[src/rtl/cfu_master_pkg.sv]
// Shared types and widths for the CFU master port and its request/response interface.
// No logic here; latency and backpressure are defined by the modules that use these types.
// Struct widths follow the default port widths; override the port parameters together with these.
package cfu_master_pkg;
    localparam int FUNCT_W    = 10;
    localparam int STATUS_W   = 2;
    localparam int CFU_ID_W   = 2;
    localparam int CFU_DATA_W = 32;

    typedef struct packed {
        logic [CFU_ID_W-1:0]   id;
        logic [FUNCT_W-1:0]    function_id;
        logic [CFU_DATA_W-1:0] data0;
        logic [CFU_DATA_W-1:0] data1;
    } cfu_req_t;

    typedef struct packed {
        logic [CFU_ID_W-1:0]   id;
        logic [CFU_DATA_W-1:0] data;
        logic                  err;
    } cfu_wb_t;
endpackage

[src/rtl/cfu_interface.sv]
// CFU request/response bundle shared by the CPU-side master and any CFU slave.
// Pure wiring: no latency of its own.
// Valid/ready on both the request and the response channel.
interface cfu_interface #(
    parameter int ID_W   = 2,
    parameter int DATA_W = 32
);
    import cfu_master_pkg::*;

    logic                req_valid;
    logic                req_ready;
    logic [ID_W-1:0]     req_id;
    logic [FUNCT_W-1:0]  req_function_id;
    logic [DATA_W-1:0]   req_data0;
    logic [DATA_W-1:0]   req_data1;
    logic                resp_valid;
    logic                resp_ready;
    logic [ID_W-1:0]     resp_id;
    logic [STATUS_W-1:0] resp_status;
    logic [DATA_W-1:0]   resp_data;

    modport master (
        output req_valid, req_id, req_function_id, req_data0, req_data1, resp_ready,
        input  req_ready, resp_valid, resp_id, resp_status, resp_data
    );

    modport slave (
        input  req_valid, req_id, req_function_id, req_data0, req_data1, resp_ready,
        output req_ready, resp_valid, resp_id, resp_status, resp_data
    );
endinterface

[src/rtl/cfu_id_fifo.sv]
// Circular FIFO of issued ids; head shows the oldest id combinationally.
// Push lands one cycle later; pop takes effect at the clock edge.
// No backpressure of its own: push while full is accepted only alongside a pop.
module cfu_id_fifo #(
    parameter int DEPTH = 2,
    parameter int WIDTH = 2
) (
    input  logic             clk,
    input  logic             rst,
    input  logic             push,
    input  logic [WIDTH-1:0] push_dat,
    input  logic             pop,
    output logic             full,
    output logic             empty,
    output logic [WIDTH-1:0] head
);
    localparam int AW = (DEPTH > 1) ? $clog2(DEPTH) : 1;
    localparam logic [AW-1:0] LAST = AW'(DEPTH - 1);

    logic [WIDTH-1:0] mem [DEPTH];
    logic [AW:0]      wr_ptr;
    logic [AW:0]      rd_ptr;
    logic             do_push;
    logic             do_pop;

    // Index wraps at DEPTH (not a power of two in general); the top bit toggles on wrap.
    function automatic logic [AW:0] ptr_inc(input logic [AW:0] p);
        if (p[AW-1:0] == LAST) return {~p[AW], {AW{1'b0}}};
        return p + 1'b1;
    endfunction

    assign empty   = (wr_ptr == rd_ptr);
    assign full    = (wr_ptr[AW-1:0] == rd_ptr[AW-1:0]) && (wr_ptr[AW] != rd_ptr[AW]);
    assign head    = mem[rd_ptr[AW-1:0]];
    assign do_push = push & (!full | pop);
    assign do_pop  = pop & !empty;

    always_ff @(posedge clk or posedge rst) begin
        if (rst) begin
            wr_ptr <= '0;
            rd_ptr <= '0;
        end else begin
            if (do_push) wr_ptr <= ptr_inc(wr_ptr);
            if (do_pop)  rd_ptr <= ptr_inc(rd_ptr);
        end
    end

    always_ff @(posedge clk) begin
        if (do_push) mem[wr_ptr[AW-1:0]] <= push_dat;
    end
endmodule

[src/rtl/cfu_master_port.sv]
// CPU-side CFU initiator: registers issues onto the CFU bus, checks response order, holds one writeback.
// Latency: issue->req_valid 1 cycle, resp->wb_valid 1 cycle; one op per cycle in each direction.
// Backpressure: issue_ready drops on req stall or outstanding limit; a held writeback stalls resp_ready only.
module cfu_master_port
    import cfu_master_pkg::*;
#(
    parameter int MAX_OUTSTANDING = 2,
    parameter int ID_W            = CFU_ID_W,
    parameter int DATA_W          = CFU_DATA_W,
    parameter int TIMEOUT_CYCLES  = 1024
) (
    input  logic               clk,
    input  logic               rst,
    input  logic               issue_valid,
    output logic               issue_ready,
    input  logic [ID_W-1:0]    issue_id,
    input  logic [FUNCT_W-1:0] issue_funct,
    input  logic [DATA_W-1:0]  issue_rs1,
    input  logic [DATA_W-1:0]  issue_rs2,
    cfu_interface.master       cfu,
    output logic               wb_valid,
    input  logic               wb_ack,
    output logic [ID_W-1:0]    wb_id,
    output logic [DATA_W-1:0]  wb_data,
    output logic               wb_err,
    output logic               cfu_hung,
    output logic               id_mismatch
);
    localparam int CNT_W = $clog2(MAX_OUTSTANDING + 1);
    localparam int SUM_W = CNT_W + 1;
    localparam int WD_W  = $clog2(TIMEOUT_CYCLES);
    localparam logic [CNT_W-1:0] OUT_MAX = CNT_W'(MAX_OUTSTANDING);
    localparam logic [WD_W-1:0]  WD_MAX  = WD_W'(TIMEOUT_CYCLES - 1);

    cfu_req_t         req_q;
    logic             req_vld_q;
    cfu_wb_t          wb_q;
    logic             wb_vld_q;
    logic [CNT_W-1:0] outstanding;
    logic [WD_W-1:0]  wdog;
    logic             issue_hs, req_hs, resp_hs, wb_hs;
    logic             fifo_full, fifo_empty, head_miss;
    logic [ID_W-1:0]  fifo_head;

    assign issue_hs = issue_valid & issue_ready;
    assign req_hs   = req_vld_q & cfu.req_ready;
    assign resp_hs  = cfu.resp_valid & cfu.resp_ready;
    assign wb_hs    = wb_vld_q & wb_ack;

    assign issue_ready = (!req_vld_q | cfu.req_ready) &
                         ((SUM_W'(outstanding) + SUM_W'(req_vld_q)) < SUM_W'(MAX_OUTSTANDING));

    assign cfu.req_valid       = req_vld_q;
    assign cfu.req_id          = req_q.id;
    assign cfu.req_function_id = req_q.function_id;
    assign cfu.req_data0       = req_q.data0;
    assign cfu.req_data1       = req_q.data1;
    assign cfu.resp_ready      = !wb_vld_q | wb_ack;

    assign wb_valid = wb_vld_q;
    assign wb_id    = wb_q.id;
    assign wb_data  = wb_q.data;
    assign wb_err   = wb_q.err;

    always_ff @(posedge clk or posedge rst) begin
        if (rst) begin
            req_vld_q <= 1'b0;
            req_q     <= '0;
        end else if (issue_hs) begin
            req_vld_q <= 1'b1;
            req_q     <= '{id: issue_id, function_id: issue_funct, data0: issue_rs1, data1: issue_rs2};
        end else if (req_hs) begin
            req_vld_q <= 1'b0;
        end
    end

    // Counts ops from request handshake until their result leaves the writeback register.
    always_ff @(posedge clk or posedge rst) begin
        if (rst) begin
            outstanding <= '0;
        end else if (req_hs && !wb_hs && outstanding != OUT_MAX) begin
            outstanding <= outstanding + 1'b1;
        end else if (wb_hs && !req_hs && outstanding != '0) begin
            outstanding <= outstanding - 1'b1;
        end
    end

    cfu_id_fifo #(.DEPTH(MAX_OUTSTANDING), .WIDTH(ID_W)) u_id_fifo (
        .clk      (clk),
        .rst      (rst),
        .push     (req_hs),
        .push_dat (req_q.id),
        .pop      (resp_hs),
        .full     (fifo_full),
        .empty    (fifo_empty),
        .head     (fifo_head)
    );

    // A response with nothing in flight is treated like an out-of-order id.
    assign head_miss = fifo_empty | (cfu.resp_id != fifo_head);

    always_ff @(posedge clk or posedge rst) begin
        if (rst) begin
            wb_vld_q    <= 1'b0;
            wb_q        <= '0;
            id_mismatch <= 1'b0;
        end else if (resp_hs) begin
            wb_vld_q <= 1'b1;
            wb_q     <= '{id: cfu.resp_id, data: cfu.resp_data,
                          err: (cfu.resp_status != '0) | head_miss};
            if (head_miss) id_mismatch <= 1'b1;
        end else if (wb_hs) begin
            wb_vld_q <= 1'b0;
        end
    end

    always_ff @(posedge clk or posedge rst) begin
        if (rst) begin
            wdog     <= '0;
            cfu_hung <= 1'b0;
        end else if (resp_hs || outstanding == '0) begin
            wdog <= '0;
        end else if (wdog != WD_MAX) begin
            wdog <= wdog + 1'b1;
            if (wdog == WD_MAX - 1'b1) cfu_hung <= 1'b1;
        end
    end

    assert property (@(posedge clk) disable iff (rst) !(req_hs && !wb_hs && outstanding == OUT_MAX));
    assert property (@(posedge clk) disable iff (rst) !(wb_hs && !req_hs && outstanding == '0));
    assert property (@(posedge clk) disable iff (rst) !(req_hs && fifo_full && !resp_hs));
endmodule
[src/flat_wrapper.sv]
// flat-port wrapper written by rule: the top's interface ports become plain ports
module cfu_master_port_flat import cfu_master_pkg::*;
#(
    parameter int MAX_OUTSTANDING = 2,
    parameter int ID_W            = CFU_ID_W,
    parameter int DATA_W          = CFU_DATA_W,
    parameter int TIMEOUT_CYCLES  = 1024
)
  (clk, rst, issue_valid, issue_ready, issue_id, issue_funct, issue_rs1, issue_rs2, wb_valid, wb_ack, wb_id, wb_data, wb_err, cfu_hung, id_mismatch, cfu_req_valid, cfu_req_id, cfu_req_function_id, cfu_req_data0, cfu_req_data1, cfu_resp_ready, cfu_req_ready, cfu_resp_valid, cfu_resp_id, cfu_resp_status, cfu_resp_data);
  cfu_interface #(.ID_W(ID_W), .DATA_W(DATA_W)) cfu_i ();
  input  logic clk;
  input  logic rst;
  input  logic issue_valid;
  output logic issue_ready;
  input  logic [ID_W-1:0] issue_id;
  input  logic [FUNCT_W-1:0] issue_funct;
  input  logic [DATA_W-1:0] issue_rs1;
  input  logic [DATA_W-1:0] issue_rs2;
  output logic wb_valid;
  input  logic wb_ack;
  output logic [ID_W-1:0] wb_id;
  output logic [DATA_W-1:0] wb_data;
  output logic wb_err;
  output logic cfu_hung;
  output logic id_mismatch;
  output wire logic [$bits(cfu_i.req_valid)-1:0] cfu_req_valid;
  output wire logic [$bits(cfu_i.req_id)-1:0] cfu_req_id;
  output wire logic [$bits(cfu_i.req_function_id)-1:0] cfu_req_function_id;
  output wire logic [$bits(cfu_i.req_data0)-1:0] cfu_req_data0;
  output wire logic [$bits(cfu_i.req_data1)-1:0] cfu_req_data1;
  output wire logic [$bits(cfu_i.resp_ready)-1:0] cfu_resp_ready;
  input wire logic [$bits(cfu_i.req_ready)-1:0] cfu_req_ready;
  input wire logic [$bits(cfu_i.resp_valid)-1:0] cfu_resp_valid;
  input wire logic [$bits(cfu_i.resp_id)-1:0] cfu_resp_id;
  input wire logic [$bits(cfu_i.resp_status)-1:0] cfu_resp_status;
  input wire logic [$bits(cfu_i.resp_data)-1:0] cfu_resp_data;
  assign cfu_req_valid = cfu_i.req_valid;
  assign cfu_req_id = cfu_i.req_id;
  assign cfu_req_function_id = cfu_i.req_function_id;
  assign cfu_req_data0 = cfu_i.req_data0;
  assign cfu_req_data1 = cfu_i.req_data1;
  assign cfu_resp_ready = cfu_i.resp_ready;
  assign cfu_i.req_ready = cfu_req_ready;
  assign cfu_i.resp_valid = cfu_resp_valid;
  assign cfu_i.resp_id = cfu_resp_id;
  assign cfu_i.resp_status = cfu_resp_status;
  assign cfu_i.resp_data = cfu_resp_data;
  cfu_master_port #(.MAX_OUTSTANDING(MAX_OUTSTANDING), .ID_W(ID_W), .DATA_W(DATA_W), .TIMEOUT_CYCLES(TIMEOUT_CYCLES)) u_core (.clk(clk), .rst(rst), .issue_valid(issue_valid), .issue_ready(issue_ready), .issue_id(issue_id), .issue_funct(issue_funct), .issue_rs1(issue_rs1), .issue_rs2(issue_rs2), .cfu(cfu_i), .wb_valid(wb_valid), .wb_ack(wb_ack), .wb_id(wb_id), .wb_data(wb_data), .wb_err(wb_err), .cfu_hung(cfu_hung), .id_mismatch(id_mismatch));
endmodule
[config.mk]
export PLATFORM = sky130hd
export DESIGN_NAME = cfu_master_port_flat
export DESIGN_NICKNAME = d
export VERILOG_FILES = /design/src/rtl/cfu_master_pkg.sv /design/src/rtl/cfu_interface.sv /design/src/rtl/cfu_id_fifo.sv /design/src/rtl/cfu_master_port.sv /design/src/flat_wrapper.sv
export SDC_FILE = /design/constraint.sdc
export NUM_CORES = 1
export LEC_CHECK = 0
export ABC_AREA = 1
export CAP_MARGIN = 5
export CELL_PAD_IN_SITES_DETAIL_PLACEMENT = 1
export CELL_PAD_IN_SITES_GLOBAL_PLACEMENT = 1
export CORE_MARGIN = 2
export CORE_UTILIZATION = 30
export DETAILED_ROUTE_END_ITERATION = 16
export MAX_ROUTING_LAYER = met4
export PLACE_DENSITY_LB_ADDON = 0.08
export SYNTH_ARGS = -nofsm -noshare
export SYNTH_HDL_FRONTEND = slang
export SYNTH_SLANG_ARGS = --single-unit
[constraint.sdc]
create_clock -name clk -period 4.9 [get_ports clk]
set_clock_uncertainty 0.1 [all_clocks]
set_input_delay 0.98 -clock clk [delete_from_list [all_inputs] [get_ports clk]]
set_output_delay 0.98 -clock clk [all_outputs]
set_load 0.1 [all_outputs]
==> results.md <==
Min path:
- The cell depth of the worst min-delay path is 1.
- The min-delay analysis places its worst path in the category flip-flop to flip-flop.

Floorplan:
- The floorplan step defined a core boundary enclosing roughly 18000 µm².
- The die covers about 20000 µm².
- The y dimension of the die is 140 µm.
- The number of I/O pins is 235.
- Row generation in the floorplan step produced a little under 50 rows.
- The starting density of the core is 0.308.
- The die is roughly 140 µm wide.

STA:
- The smallest hold slack is between 0.3 and 0.4 ns.
- For the pin with the worst max-slew slack, the measured transition is approximately 1.1 ns.
- The time the final worst path needs with I/O delays and setup is about 3.4 ns.
- The total count of max-transition violations in the final report is 0.
- Setup repair after global routing left no endpoint under its margin.
- The number of endpoints with negative hold slack in the final report was 0.
- The aggregate negative setup slack is 0 ns.
- Of the available clock period, the critical path in the final layout requires 0.686.
- The smallest setup slack after layout is roughly 1.5 ns.
- The maximum operating frequency is between 200 and 300 MHz.
- The headroom to the max-slew limit is 0.288.
- Setup violations remaining at the end of the flow were counted as 0.

Clock tree:
- The clock tree synthesis step divided the H-tree into 4 levels.
- After clock tree synthesis, the clock-pin slew on the worst setup and hold paths is roughly 0.05 ns.
- After clock tree synthesis, the repair step resized 0 gates.
- Buffers added to address setup during post-CTS repair amount to 0.
- The clock network latency to the later pin of the worst-skew pair is approximately 0.42 ns.
- The number of hold-repair buffers added at the cts stage is 0.
- The number of sinks on the clock net is between 100 and 150.
- The longest clock path from root to sink contains 2 buffers.
- The root buffer cell chosen for the clock tree is clkbuf_16.
- The clock buffer count from CTS is 17.
- The CTS tree is done.

Drt:
- After detailed routing, the number of vias per cell comes to around 4.6.
- The number of DRC violations after detailed routing is 0.
- The first detailed-routing pass took 4 iterations.
- The average routed wire per standard cell is 16.4 µm.
- The number of antenna-violating nets in the routed design is 0.
- Across all layers, the routed design uses between 5k and 6k vias.
- The total wirelength of the detailed-routed design is roughly 18000 µm.
- After the first detailed-routing iteration, the DRC count stood at 223.

Run status:
- The flow ran to the end, and the final reports show no timing, DRC or antenna violations.

Setup path:
- In this run the worst path has a maximum fanout of 26.
- The critical path arrival is approximately 2.3 ns.
- The worst setup path is of the primary input to output port kind.
- The number of cells on the worst reg-to-reg path is 7.
- The required time at the worst-slack endpoint is ~3.8 ns.
- STA classifies the critical path endpoint as an output port.
- The worst setup path is launched from a primary input.

Yosys:
- The number of synthesized register bits is approximately 140.
- After synthesis, the netlist uses 24 different library cells.
- For this run, the register share of the synthesized area comes to 0.613.
- Counting every net in the synthesized netlist gives around 760.
- The Yosys step of the flow raised 0 warnings.
- The cell area after synthesis is between 5000 and 6000 µm².
- The synthesized instance count is ~640.
- The post-synthesis average cell area is about 8.7 µm².

Layout:
- The area of the multi-input gates is roughly 1900 µm².
- The library cell used most frequently in the layout, excluding fill and tap cells, is nand2_1.
- Registers take approximately 3400 µm².
- The finished cells cover just under 9000 µm².
- The area growth from synthesis to layout is 56.0%.
- The count of fill cells added during filler insertion is 2107.
- The net count of the finished layout is 982.
- The share of final-layout standard cells stronger than drive strength 1 is 0.0469.
- In the layout the commonest cells are nand2_1 (303), clkdlybuf4s50_1 (231), dfrtp_1 (131).

Placed design:
- The HPWL after detailed placement is roughly 13000 µm.
- The worst slack at placement is ~1.5 ns.
- The routability congestion estimate from global placement is roughly 0.75.
- The instance area at placement is approximately 8100 µm².
- Buffers placed on the I/O ports in this run total 234.

Global route:
- The first global-routing pass estimated a little under 30000 µm of wire.
- The global routing usage summed across all routing layers is 0.194.
- The initial antenna violation count is 1.
- Global routing finished with a remaining overflow of 0.
- met2 is the most crowded layer.
- The global-route track usage on met1 is 0.217.
- The number of global-route vias before repair is between 5k and 6k.
- Entering global routing, the biggest net connects 77 pins.
- For this run, global-route usage on met2 was measured as 0.325.
- The met3 demand-to-capacity share in global routing is 0.0684.

Flow run:
- The tool flagged a number of max-cap violations equal to 0.
cells in the mapped netlist, drive strengths merged:
cell type | instances | area share
clkbuf | 9 | 0.0061
buf | 24 | 0.023
nand2 | 304 | 0.21
o21bai | 1 | 0.0014
a21oi | 2 | 0.0018
or2 | 1 | 0.0011
o31ai | 1 | 0.0014
o21ai | 11 | 0.011
xnor2 | 5 | 0.0079
nor2 | 13 | 0.0088
inv | 27 | 0.018
nand3 | 92 | 0.083
nand4 | 3 | 0.0034
ha | 2 | 0.0045
dfrtp | 131 | 0.59
edfxtp | 4 | 0.022
o211ai | 1 | 0.0014
a21o | 1 | 0.0014
clkinv | 1 | 0.00068
xor2 | 4 | 0.0063
metal layers:
metal | vias to the layer above | routed length (µm)
met5 | - | 0
met4 | 0 | 386
met3 | 23 | 1360
met2 | 143 | 9140
met1 | 2443 | 7190
li1 | 2446 | -
path summary, 6_finish.rpt:
check	slack, ns	start	to
worst max-delay path	1.54	cfu_req_ready	issue_ready
worst min-delay path	0.37	u_core.cfu_hung	u_core.cfu_hung
worst max register to register	2.48	u_core.outstanding[1]	u_core.cfu.req_data1[14]
worst min register to register	0.37	u_core.cfu_hung	u_core.cfu_hung
max in group asynchronous	2.84	rst	u_core.wb_data[4]
min in group asynchronous	0.95	rst	u_core.cfu.req_data1[14]
final cells by class:
type,count,area share
Multi-Input combinational cell,441,0.218
Antenna cell,1,0.000289
Clock inverter,13,0.0181
Tap cell,229,0.0331
Clock buffer,19,0.0500
Timing Repair Buffer,239,0.275
Inverter,28,0.0124
Sequential cell,135,0.393
state kept, by name (all words and copies together), names as in the netlist, 2 cells and up:
| register | flops |
|---|---|
| u_core.cfu.req_id | 2 |
| u_core.outstanding | 2 |
| u_core.u_id_fifo.wr_ptr | 2 |
| u_core.cfu.req_data0 | 32 |
| u_core.u_id_fifo.mem | 4 |
| u_core.wdog | 10 |
| u_core.u_id_fifo.rd_ptr | 2 |
| u_core.wb_data | 32 |
| u_core.cfu.req_function_id | 10 |
| u_core.cfu.req_data1 | 32 |
| u_core.wb_id | 2 |
worst max-delay path, cell delays in order:
cell and delay (ns):
clkdlybuf4s50_1 0.51, nand2_1 0.11, o21ai_4 0.27, buf_4 0.41
logic make-up (layout without fill, tap and decap cells):
group                    count (synthesis)  count (layout)  synth area share
adder cells (fa/ha/maj)                  2               2           0.00451
AO/OA/AOI/OAI                           17              17            0.0178
flip-flops                             135             135             0.613
other                                    0               1                 0
AND/OR/NAND/NOR                        413             413             0.303
buffers and inverters                   61             299            0.0483
XOR/XNOR                                 9               9            0.0142
through the flow:
step,utilization,std cells
finish,0.480,1105
global route,0.480,1105
CTS,0.480,1104
detailed placement,0.447,1072
global placement,0.447,1072
floorplan,-,637
Power is left out: the tool's default activity adds up to more than one toggle a clock period on the data nets, which glitch-free logic cannot reach.
